[src/rtl/mn_window_counter.sv]
// mn_window_counter: accumulates m/n strobe counts over fixed windows of
// WINDOW cycles and publishes each completed window through a single-entry
// valid/ready result register, with sticky overrun and protocol-error flags.
module mn_window_counter #(
  parameter int unsigned WINDOW = 16,
  parameter int unsigned CNT_W  = 5
) (
  input  logic             clk,
  input  logic             rst,
  input  logic             en,
  input  logic             m,
  input  logic             n,
  input  logic             out_ready,
  input  logic             clr_flags,
  output logic             out_valid,
  output logic [CNT_W-1:0] out_m_cnt,
  output logic [CNT_W-1:0] out_n_cnt,
  output logic             out_sat,
  output logic             overrun,
  output logic             err
);

  localparam int unsigned      CYC_W    = (WINDOW > 1) ? $clog2(WINDOW) : 1;
  localparam logic [CYC_W-1:0] LAST_CYC = CYC_W'(WINDOW - 1);
  localparam logic [CNT_W-1:0] CNT_MAX  = '1;

  localparam logic [0:0] S_IDLE  = 1'b0;
  localparam logic [0:0] S_COUNT = 1'b1;

  logic [0:0]       r_state;
  logic [CYC_W-1:0] r_cyc;
  logic [CNT_W-1:0] r_acc_m;
  logic [CNT_W-1:0] r_acc_n;
  logic             r_acc_sat;

  logic             r_out_valid;
  logic [CNT_W-1:0] r_out_m;
  logic [CNT_W-1:0] r_out_n;
  logic             r_out_sat;
  logic             r_overrun;
  logic             r_err;

  logic [CYC_W-1:0] w_cyc;
  logic [CNT_W-1:0] w_base_m;
  logic [CNT_W-1:0] w_base_n;
  logic             w_base_sat;
  logic             w_m_ovf;
  logic             w_n_ovf;
  logic [CNT_W-1:0] w_m_nxt;
  logic [CNT_W-1:0] w_n_nxt;
  logic             w_sat_nxt;
  logic             w_last;
  logic             w_xfer;
  logic             w_accept;
  logic             w_drop;
  logic             w_both;

  // Window position and running counts as seen by this cycle's sample; in
  // IDLE the window always starts from zero regardless of register contents.
  always_comb begin
    w_cyc      = (r_state == S_IDLE) ? '0 : r_cyc;
    w_base_m   = (r_state == S_IDLE) ? '0 : r_acc_m;
    w_base_n   = (r_state == S_IDLE) ? '0 : r_acc_n;
    w_base_sat = (r_state == S_IDLE) ? 1'b0 : r_acc_sat;
    w_m_ovf    = m & (w_base_m == CNT_MAX);
    w_n_ovf    = n & (w_base_n == CNT_MAX);
    w_m_nxt    = w_m_ovf ? w_base_m : (w_base_m + CNT_W'(m));
    w_n_nxt    = w_n_ovf ? w_base_n : (w_base_n + CNT_W'(n));
    w_sat_nxt  = w_base_sat | w_m_ovf | w_n_ovf;
    w_last     = en & (w_cyc == LAST_CYC);
    w_xfer     = r_out_valid & out_ready;
    w_accept   = w_last & (~r_out_valid | out_ready);
    w_drop     = w_last & r_out_valid & ~out_ready;
    w_both     = en & m & n;
  end

  // Counting FSM: advance the window while enabled, abandon it when en drops.
  always_ff @(posedge clk) begin
    if (rst) begin
      r_state   <= S_IDLE;
      r_cyc     <= '0;
      r_acc_m   <= '0;
      r_acc_n   <= '0;
      r_acc_sat <= 1'b0;
    end else if (!en) begin
      r_state   <= S_IDLE;
      r_cyc     <= '0;
      r_acc_m   <= '0;
      r_acc_n   <= '0;
      r_acc_sat <= 1'b0;
    end else begin
      r_state <= S_COUNT;
      if (w_last) begin
        r_cyc     <= '0;
        r_acc_m   <= '0;
        r_acc_n   <= '0;
        r_acc_sat <= 1'b0;
      end else begin
        r_cyc     <= w_cyc + CYC_W'(1);
        r_acc_m   <= w_m_nxt;
        r_acc_n   <= w_n_nxt;
        r_acc_sat <= w_sat_nxt;
      end
    end
  end

  // Result register: load a completed window unless an unconsumed result
  // would be overwritten; a same-edge transfer frees the slot for the load.
  always_ff @(posedge clk) begin
    if (rst) begin
      r_out_valid <= 1'b0;
      r_out_m     <= '0;
      r_out_n     <= '0;
      r_out_sat   <= 1'b0;
    end else if (w_accept) begin
      r_out_valid <= 1'b1;
      r_out_m     <= w_m_nxt;
      r_out_n     <= w_n_nxt;
      r_out_sat   <= w_sat_nxt;
    end else if (w_xfer) begin
      r_out_valid <= 1'b0;
    end
  end

  // Sticky flags: a set event on the same edge as clr_flags wins.
  always_ff @(posedge clk) begin
    if (rst) begin
      r_overrun <= 1'b0;
      r_err     <= 1'b0;
    end else begin
      if (w_drop)         r_overrun <= 1'b1;
      else if (clr_flags) r_overrun <= 1'b0;
      if (w_both)         r_err <= 1'b1;
      else if (clr_flags) r_err <= 1'b0;
    end
  end

  assign out_valid = r_out_valid;
  assign out_m_cnt = r_out_m;
  assign out_n_cnt = r_out_n;
  assign out_sat   = r_out_sat;
  assign overrun   = r_overrun;
  assign err       = r_err;

endmodule
[config.mk]
export PLATFORM = sky130hd
export DESIGN_NAME = mn_window_counter
export DESIGN_NICKNAME = d
export VERILOG_FILES = /design/src/rtl/mn_window_counter.sv
export SDC_FILE = /design/constraint.sdc
export NUM_CORES = 1
export LEC_CHECK = 0
export BUFFER_PORTS_ARGS = -buffer_cell sky130_fd_sc_hd__buf_2
export CORE_MARGIN = 2
export CORE_UTILIZATION = 54
export CTS_CLUSTER_DIAMETER = 30
export DETAILED_ROUTE_END_ITERATION = 8
export PLACE_DENSITY = 0.78
export SLEW_MARGIN = 0
export SYNTH_ARGS = -nofsm -noshare
export SYNTH_HDL_FRONTEND = slang
export SYNTH_SLANG_ARGS = --single-unit
[constraint.sdc]
create_clock -name clk -period 2.5 [get_ports clk]
set_input_delay 0.25 -clock clk [delete_from_list [all_inputs] [get_ports clk]]
set_output_delay 0.25 -clock clk [all_outputs]
set_load 0.005 [all_outputs]
## Word-level counts from Yosys, hierarchy flattened

Cells that the tools add are included.

| storage, ports and cells | value |
|---|---|
| bits in registers | 30 |
| latch bits | 0 |
| bits in writable memories | 0 |
| bits in read-only memories | 0 |
| word-level logic and storage cells | 48 |
| memories | 0 |

| operators by class | value |
|---|---|
| add/sub/neg operators | 3 |
| multiply operators | 0 |
| div/mod/pow operators | 0 |
| $lt $le $gt $ge | 0 |
| eq/ne operators | 3 |
| shift-type cells | 0 |
| muxes and demuxes | 12 |
| bitwise gates (word level) | 15 |
| reduce and logical (&&, ||, !) cells | 4 |

Operators with widths:

| operator | number |
|---|---|
| $mux W5 | 4 |
| $add A5 B1 Y5 | 2 |
| $eq A5 B5 Y1 const B | 2 |
| $and A1 B1 Y1 | 9 |
| $mux W1 | 7 |
| $reduce_bool A2 Y1 | 3 |
| $add A4 B1 Y4 const B | 1 |
| $eq A4 B4 Y1 const B | 1 |
| $mux W4 | 1 |
| $not A1 Y1 | 3 |
| $or A1 B1 Y1 | 3 |
| $reduce_or A3 Y1 | 1 |

## Logic depth before layout (Yosys ltp)

Gate-level depths: netlist of run 1.

| logic depth | value |
|---|---|
| word-level depth | 6 |
| mapped depth | 8 |

## Worst setup path before layout of run 1

No wires, ideal clock.

| timing | value |
|---|---|
| path type | reg2reg |
| start point | register r_state |
| end point | register r_out_sat (netlist: out_sat) |
| setup time | 151 ps |
| data arrival time | 1600 ps |
| required time | 2349 ps |
| path slack | 749 ps |
| stages on the path, launching flop included | 8 |
| buffers on the path | 2 |
| period minus slack after synthesis | 1751 ps |
| cell sequence | dfxtp_1 > buf_6 > buf_2 > and2_1 > ha_1 > nand4_1 > nor3_2 > a311oi_1 |

| on the way | value |
|---|---|
| longest elaborated chain between the ends | 5 |
| elaborated cells between the ends (all ways) | 13 |

Ends and longest elaborated chain:

| item | line | source |
|---|---|---|
| start, declared | 30 | `logic [0:0] r_state;` |
| start signal, assigned | 80 | `r_state <= S_IDLE;` |
| start signal, assigned | 86 | `r_state <= S_IDLE;` |
| start signal, assigned | 92 | `r_state <= S_COUNT;` |
| $mux W5 | 62 | `w_base_m = (r_state == S_IDLE) ? '0 : r_acc_m;` |
| $eq A5 B5 Y1 | 65 | `w_m_ovf = m & (w_base_m == CNT_MAX);` |
| $and A1 B1 Y1 | 65 |  |
| $or A1 B1 Y1 (2 in a row) | 69 | `w_sat_nxt = w_base_sat \| w_m_ovf \| w_n_ovf;` |
| end signal, assigned | 119 | `r_out_sat <= w_sat_nxt;` |
| end, declared | 39 | `logic r_out_sat;` |

Parallel ways exist; a longest one is shown, timed or not.
A chain may end at the register's enable or synchronous reset.

## Worst setup path after layout of run 1

| timing | value |
|---|---|
| start point | register r_state |
| end point | register r_out_n[2] (netlist: out_n_cnt[2]) |

| on the way | value |
|---|---|
| longest elaborated chain between the ends | 4 |
| elaborated cells between the ends (all ways) | 9 |

Ends and longest elaborated chain:

| item | line | source |
|---|---|---|
| branches (longest 4 deep; another with $add A5 B1 Y5) | - |  |
| end signal, assigned | 118 | `r_out_n <= w_n_nxt;` |
| end, declared | 38 | `logic [CNT_W-1:0] r_out_n;` |

Parallel ways; which one is timed is not known.

==> run_results.csv, run 1 <==
group,metric,value,unit
route,finalWirelength,3030,um
finish,finish.net_count,171,
outcome,outcome,"finished clean",
die,die-area,0.00284,sq mm
sta,min_period_over_period,78.8,%
finish,fin_area,0.00147,sq mm
synth,number_of_nets_produced_by_synthesis,150,
route,route.detailed.vias_per_inst,6.19,
worst_setup_path,critical_path.endpoint_type,"flop",
sta,final.setup.tns,0,ps
sta,relSlewSlack,57.5,%
clock_network,postCtsResizedCells,0,
sta,hold_violations,0,
synth,synth_top_cell_by_area,"dfxtp_1",
pwr,power_density,558,mW/mm^2
synth,async_flop_share,0,%
worst_setup_path,startpoint,"r_state",
flow_run,max_cap_check_violation_count,0,
finish,drive_gt1_share,20.6,%
worst_setup_path,r2r.worst_path.cells,5,
sta,rsz0062_at_grt,"no",
worst_setup_path,setup.reg_to_reg.worst_slack,530,ps
placement,post_dp_cell_area,0.00141,sq mm
route,drtPass1Iterations,4,
worst_setup_path,crit_path_start_kind,"flop",
global_routing,antenna_found_initial,0,
worst_setup_path,cp_capture_point,"out_n_cnt[2]",
die,design.portCount,21,
sta,final_max_slew_viol_count,0,
clock_network,cts.repair_timing.setup_buffer_count,0,
worst_setup_path,endpoint_of_the_worst_register_to_register_path,"out_n_cnt[2]",
global_routing,globalRouteOverflowTotal,0,
die,die_h,53.3,um
route,detail_route.wl_per_cell,16.1,um
pwr,peakVddDrop,462,uV
route,detail_route.drc_violations,0,
clock_network,clock_tree.buffer_depth,2,
sta,fin_crit,1970,ps
synth,syn-instance-count,138,
die,placement_rows,17,
placement,gpl.final_weighted_congestion,0.795,
synth,synth.area.top_cells,"dfxtp_1, ha_1, a31oi_1",
sta,tightestPinTransition,633,ps
worst_setup_path,worst-endpoint-required,2690,ps
pwr,sw_frac_of_total,23.3,%
global_routing,grt_pass1_wl,4810,um
clock_network,htree_num_levels,2,
pwr,internal-power,628,uW
clock_network,clock-root-buffer,"clkbuf_4",
route,first_iter_violations,28,
synth,ys_dominant_reg_cell,"dfxtp_1",
synth,syn_area,0.00131,sq mm
pwr,switching_power,190,uW
global_routing,grt.total_usage,24.2,%
clock_network,tritoncts_clock_tree,"yes",
synth,seq_area_frac_synth,45.7,%
synth,synth_most_common_cell,"dfxtp_1",
finish,syn_to_final_growth,11.5,%
worst_setup_path,crit_slowest_cell,"nor3_2",
sta,max_clock_freq,508,MHz
synth,synth.cells.most_frequent,"dfxtp_1, a21oi_1, a31oi_1, nor2_1, nand2_1",
finish,fin_util,65.0,%
synth,synth_top_cell_area_share,45.7,%
worst_setup_path,timing.critical_path.cells,"and2_1 -> ha_1 -> nand4_1 -> nor3_2 -> o32ai_1",
synth,netlist-cell-type-count,35,
synth,synth-seq-cells,30,
sta,report.final.setup_viol,0,
placement,post-place-ws,606,ps
clock_network,cts_hold_repair.buffers,0,
sta,finClkSkew,6.15,ps
placement,io_buffer_count,20,
worst_setup_path,critical_path_arrival,2160,ps
worst_setup_path,critical_path_class,"flop to flop",
synth,synth_edf_count,0,
global_routing,first_global_vias,1093,
placement,dpl.hpwl,2270,um
route,dr_total_vias,1163,
clock_network,worst_skew_pair.late_latency,330,ps
clock_network,cts_inserted_buffers,5,
worst_setup_path,critical_path_peak_fanout,10,
route,antenna_violating_nets_post_route,0,
die,initial_core_util,58.3,%
pwr,power.share.sequential,59.4,%
clock_network,cts_sinks,30,
clock_network,worst_setup_hold_path_clk_slew,90,ps
synth,post_synth.cell_area_avg,9.52,sq um
die,die_w,53.3,um
worst_setup_path,critPathMaxStageDelay,570,ps
sta,layout_setup_ws,531,ps
global_routing,largest_net_degree_at_the_start_of_global_routing,14,
min_path,worstHoldPathType,"input port to flop",
pwr,power.combinational.fraction,4.0,%
pwr,clkPwrFrac,36.6,%
finish,n_antenna_cell,0,
worst_setup_path,crit-reg2reg-launch,"r_state",
die,floorplan.core_area,0.00225,sq mm
pwr,total_power,818,uW
pwr,power.leakage,0.000596,uW
synth,synth.yosys.warnings,0,
final cells by class:
type	count	area, sq um
Timing Repair Buffer	21	108
Clock inverter	1	5.00
Multi-Input combinational cell	97	647
Inverter	4	15.0
Fill cell	206	790
Sequential cell	30	601
Tap cell	28	35.0
Clock buffer	7	55.1
worst max-delay path, delay by kind of cell (launching register included):
kind            cells  cell delay, ps
fa+ha+maj           1             200
compound gates      1             180
flops               1             490
simple gates        3             950
per-layer routing:
metal,share of wire [%],wire (um),global-route usage [%]
met1,43,1290,27.3
met2,51,1550,41.6
met3,4.0,121,5.93
met4,1.9,59,12.8
met5,0,0,0
placed cells by master, fill, tap and decap left out, types with 3 or more instances in the layout:
cell       n
a211oi_1   4
a21oi_1   10
a31oi_1    9
and2_1     7
and3_1     3
and4_1     3
buf_2     20
clkbuf_4   5
dfxtp_1   30
ha_1       5
inv_1      4
nand2_1    8
nand3_1    3
nand4_1    5
nor2_1     9
nor3_1     5
o32ai_1    4
power by group through the flow:
stage	logic (uW)	clock network, uW	registers [uW]
floorplan	24.0	0	494
global placement	32.1	0	496
detailed placement	32.6	0	497
CTS	32.7	303	485
global route	36.4	320	486
finish	33.1	299	486
state kept, by name (all words and copies together), names as in the netlist:
register,count
err,1
out_m_cnt,5
out_n_cnt,5
out_sat,1
out_valid,1
overrun,1
r_acc_m,5
r_acc_n,5
r_acc_sat,1
r_cyc,4
r_state,1
stage by stage:
step                      hold WS [ps]  cells
after floorplan                    341    138
final                              232    188
after CTS                          222    188
after detailed placement           470    180
after global placement             467    180
after global routing               256    188
cell families after synthesis:
kind of cell	share of synthesized area, %
buffers and inverters	5.05
AOI/OAI and AO/OA	20.2
xor gates and xnor gates	1.33
and+or+nand+nor	23.0
DFF	45.7
adders and majority gates	4.76
how the worst min path moves through the flow:
| stage | slack (ps) | start | cells past startpoint | end |
|---|---|---|---|---|
| global placement | 470 | out_m_cnt[2] | 2 | out_m_cnt[2] |
| floorplan | 340 | rst | 1 | r_state |
| finish | 230 | n | 3 | err |
| global route | 260 | n | 3 | err |
| CTS | 220 | n | 3 | err |
| detailed placement | 470 | out_m_cnt[3] | 2 | out_m_cnt[3] |
No activity file was read; power rests on OpenSTA's default activity.
==> run 2, diff against run 1 <==
- CORE_UTILIZATION: 54 -> 49
- PLACE_DENSITY: 0.78 -> 0.74
- clock period: 2.5 -> 1.8 ns (I/O delays scaled with it)
==> run 2 against run 1 <==
Critical endpoint is now out_n_cnt[4]. Power grew 39%. Largest power group unchanged. Register-to-register slack lost 370 ps. Core utilization shrank 4.4 points. Maximum frequency grew 21%. Clock skew grew 1.6 ps. Clock power grew 38%.
==> run_results.csv, run 2 (synthesized netlist as in run 1, its figures left out) <==
group,metric,value,unit
die,initial_core_util,52.6,%
sta,whs,167,ps
sta,tightestPinTransition,332,ps
sta,report.final.setup_viol,0,
route,detail_route.drc_violations,0,
clock_network,worst_setup_hold_path_clk_slew,90,ps
min_path,worstHoldPathType,"input port to flop",
worst_setup_path,timing.critical_path.cells,"buf_4 -> and2_1 -> ha_1 -> ha_2 -> nand4_1 -> o211ai_1 -> o22ai_1",
worst_setup_path,critical_path_class,"flop to flop",
sta,final_max_slew_viol_count,0,
finish,num-fill-cells,217,
finish,layout.cells.most_common_list,"dfxtp_1, buf_2, a21oi_1, a31oi_1, nor2_1",
worst_setup_path,endpoint_of_the_worst_register_to_register_path,"out_n_cnt[4]",
worst_setup_path,crit_slowest_cell,"dfxtp_2",
placement,gpl.final_weighted_congestion,0.858,
die,die_h,55.8,um
placement,dp_cells,187,
global_routing,largest_net_degree_at_the_start_of_global_routing,13,
global_routing,grtUsageMet1,22.2,%
die,design.portCount,21,
sta,max_clock_freq,612,MHz
clock_network,worst_skew_pair.late_latency,330,ps
worst_setup_path,critical_path_buf_inv_count,1,
global_routing,grt.met2_usage,35.9,%
pwr,total_power,1140,uW
flow_run,max_cap_check_violation_count,0,
worst_setup_path,setup.reg_to_reg.worst_slack,170,ps
finish,drive_gt1_share,25.5,%
finish,fin_util,60.6,%
placement,dpl.hpwl,2250,um
finish,mostFrequentLayoutCell,"dfxtp_1",
clock_network,cts_hold_repair.buffers,0,
sta,fin_crit,1630,ps
route,dr_total_vias,1191,
outcome,outcome,"finished clean",
die,floorplan.core_area,0.00250,sq mm
worst_setup_path,startpoint,"r_state",
pwr,peakVddDrop,525,uV
sta,final.setup.tns,0,ps
pwr,power_density,752,mW/mm^2
sta,finClkSkew,7.75,ps
route,detail_route.wl_per_cell,15.3,um
worst_setup_path,cp_top_family,"adder cells",
worst_setup_path,critical_path.endpoint_type,"flop",
finish,n_antenna_cell,0,
sta,hold_violations,0,
route,antenna_violating_nets_post_route,0,
global_routing,top_usage_layer,"met2",
min_path,worst_hold_path.num_cells,4,
global_routing,first_global_vias,1172,
clock_network,clock-root-buffer,"clkbuf_4",
min_path,hold_path_startpoint,"clr_flags",
worst_setup_path,worst-endpoint-required,2020,ps
global_routing,globalRouteOverflowTotal,0,
route,finalWirelength,2990,um
sta,relSlewSlack,77.8,%
worst_setup_path,r2r.worst_path.cells,7,
min_path,holdPathEnd,"overrun",
global_routing,grt_pass1_wl,5030,um
clock_network,tritoncts_clock_tree,"yes",
clock_network,cts_sinks,30,
route,drtPass1Iterations,4,
die,die-area,0.00311,sq mm
sta,min_period_over_period,90.8,%
worst_setup_path,critPathMaxStageDelay,370,ps
placement,io_buffer_count,20,
finish,finish.net_count,176,
worst_setup_path,crit-reg2reg-launch,"r_state",
global_routing,grt.total_usage,20.7,%
clock_network,clock_tree.buffer_depth,2,
clock_network,htree_num_levels,2,
worst_setup_path,critical_path_arrival,1850,ps
worst_setup_path,critical_path_peak_fanout,8,
finish,layoutNonFillerInstCount,195,
pwr,power.leakage,0.000619,uW
clock_network,cts_inserted_buffers,5,
die,placement_rows,18,
global_routing,antenna_found_initial,0,
sta,rsz0062_at_grt,"no",
global_routing,groute.layer.met3.usage,5.81,%
die,die_w,55.8,um
worst_setup_path,crit_path_start_kind,"flop",
finish,syn_to_final_growth,15.3,%
route,route.detailed.vias_per_inst,6.11,
route,first_iter_violations,29,
## run 2: cell count changes in the layout (fill, tap and decap cells not counted)
cell	delta
dfxtp_1	-1
buf_4	+5
dfxtp_2	+1
and4_1	-1
ha_1	-1
and4_2	+1
ha_2	+1
a211oi_1	-1
a211oi_2	+1
## run 2: per-layer routing
| metal | wire, um | vias up |
|---|---|---|
| li1 | - | 577 |
| met1 | 1270 | 575 |
| met2 | 1520 | 29 |
| met3 | 128 | 10 |
| met4 | 69 | 0 |
| met5 | 0 | - |
## run 2: repair_timing
action | CTS | global route
buffers inserted | 0 | 0
resized for setup | 0 | 4
setup endpoints to repair | 0 | 4
## run 2: per-stage QoR
stage	area (sq um)	worst slack (ps)
after floorplan	1310	48.9
after global placement	1450	177
after detailed placement	1450	128
after CTS	1510	110
after global routing	1520	34.6
final	1520	166
## run 2: how the worst max path moves through the flow
stage                     slack (ps)            to  cells past startpoint
after floorplan                   50       out_sat                      7
after global placement           180  out_n_cnt[4]                      7
after detailed placement         130       out_sat                      6
after CTS                        110       out_sat                      6
after global routing              30  out_n_cnt[4]                      7
final                            170  out_n_cnt[4]                      7
## run 2: layout make-up
type	count	area (sq um)	share of cell area, %
clock buffers	7	55.1	3.63
clock inverters	1	5.00	0.330
inverters	4	15.0	0.991
multi-input cells	97	656	43.3
flip-flops and latches	30	602	39.7
well taps	30	37.5	2.48
repair buffers	26	145	9.58
## run 2: tightest hold or removal path: stages
cell	delay, ps
buf_2	90
inv_1	60
a32oi_1	50
nor2_1	80
## run 2: power breakdown
part,switching [uW],internal [uW]
sequential,4.36,669
clock,224,189
combinational,35.6,18.1
total,264,876
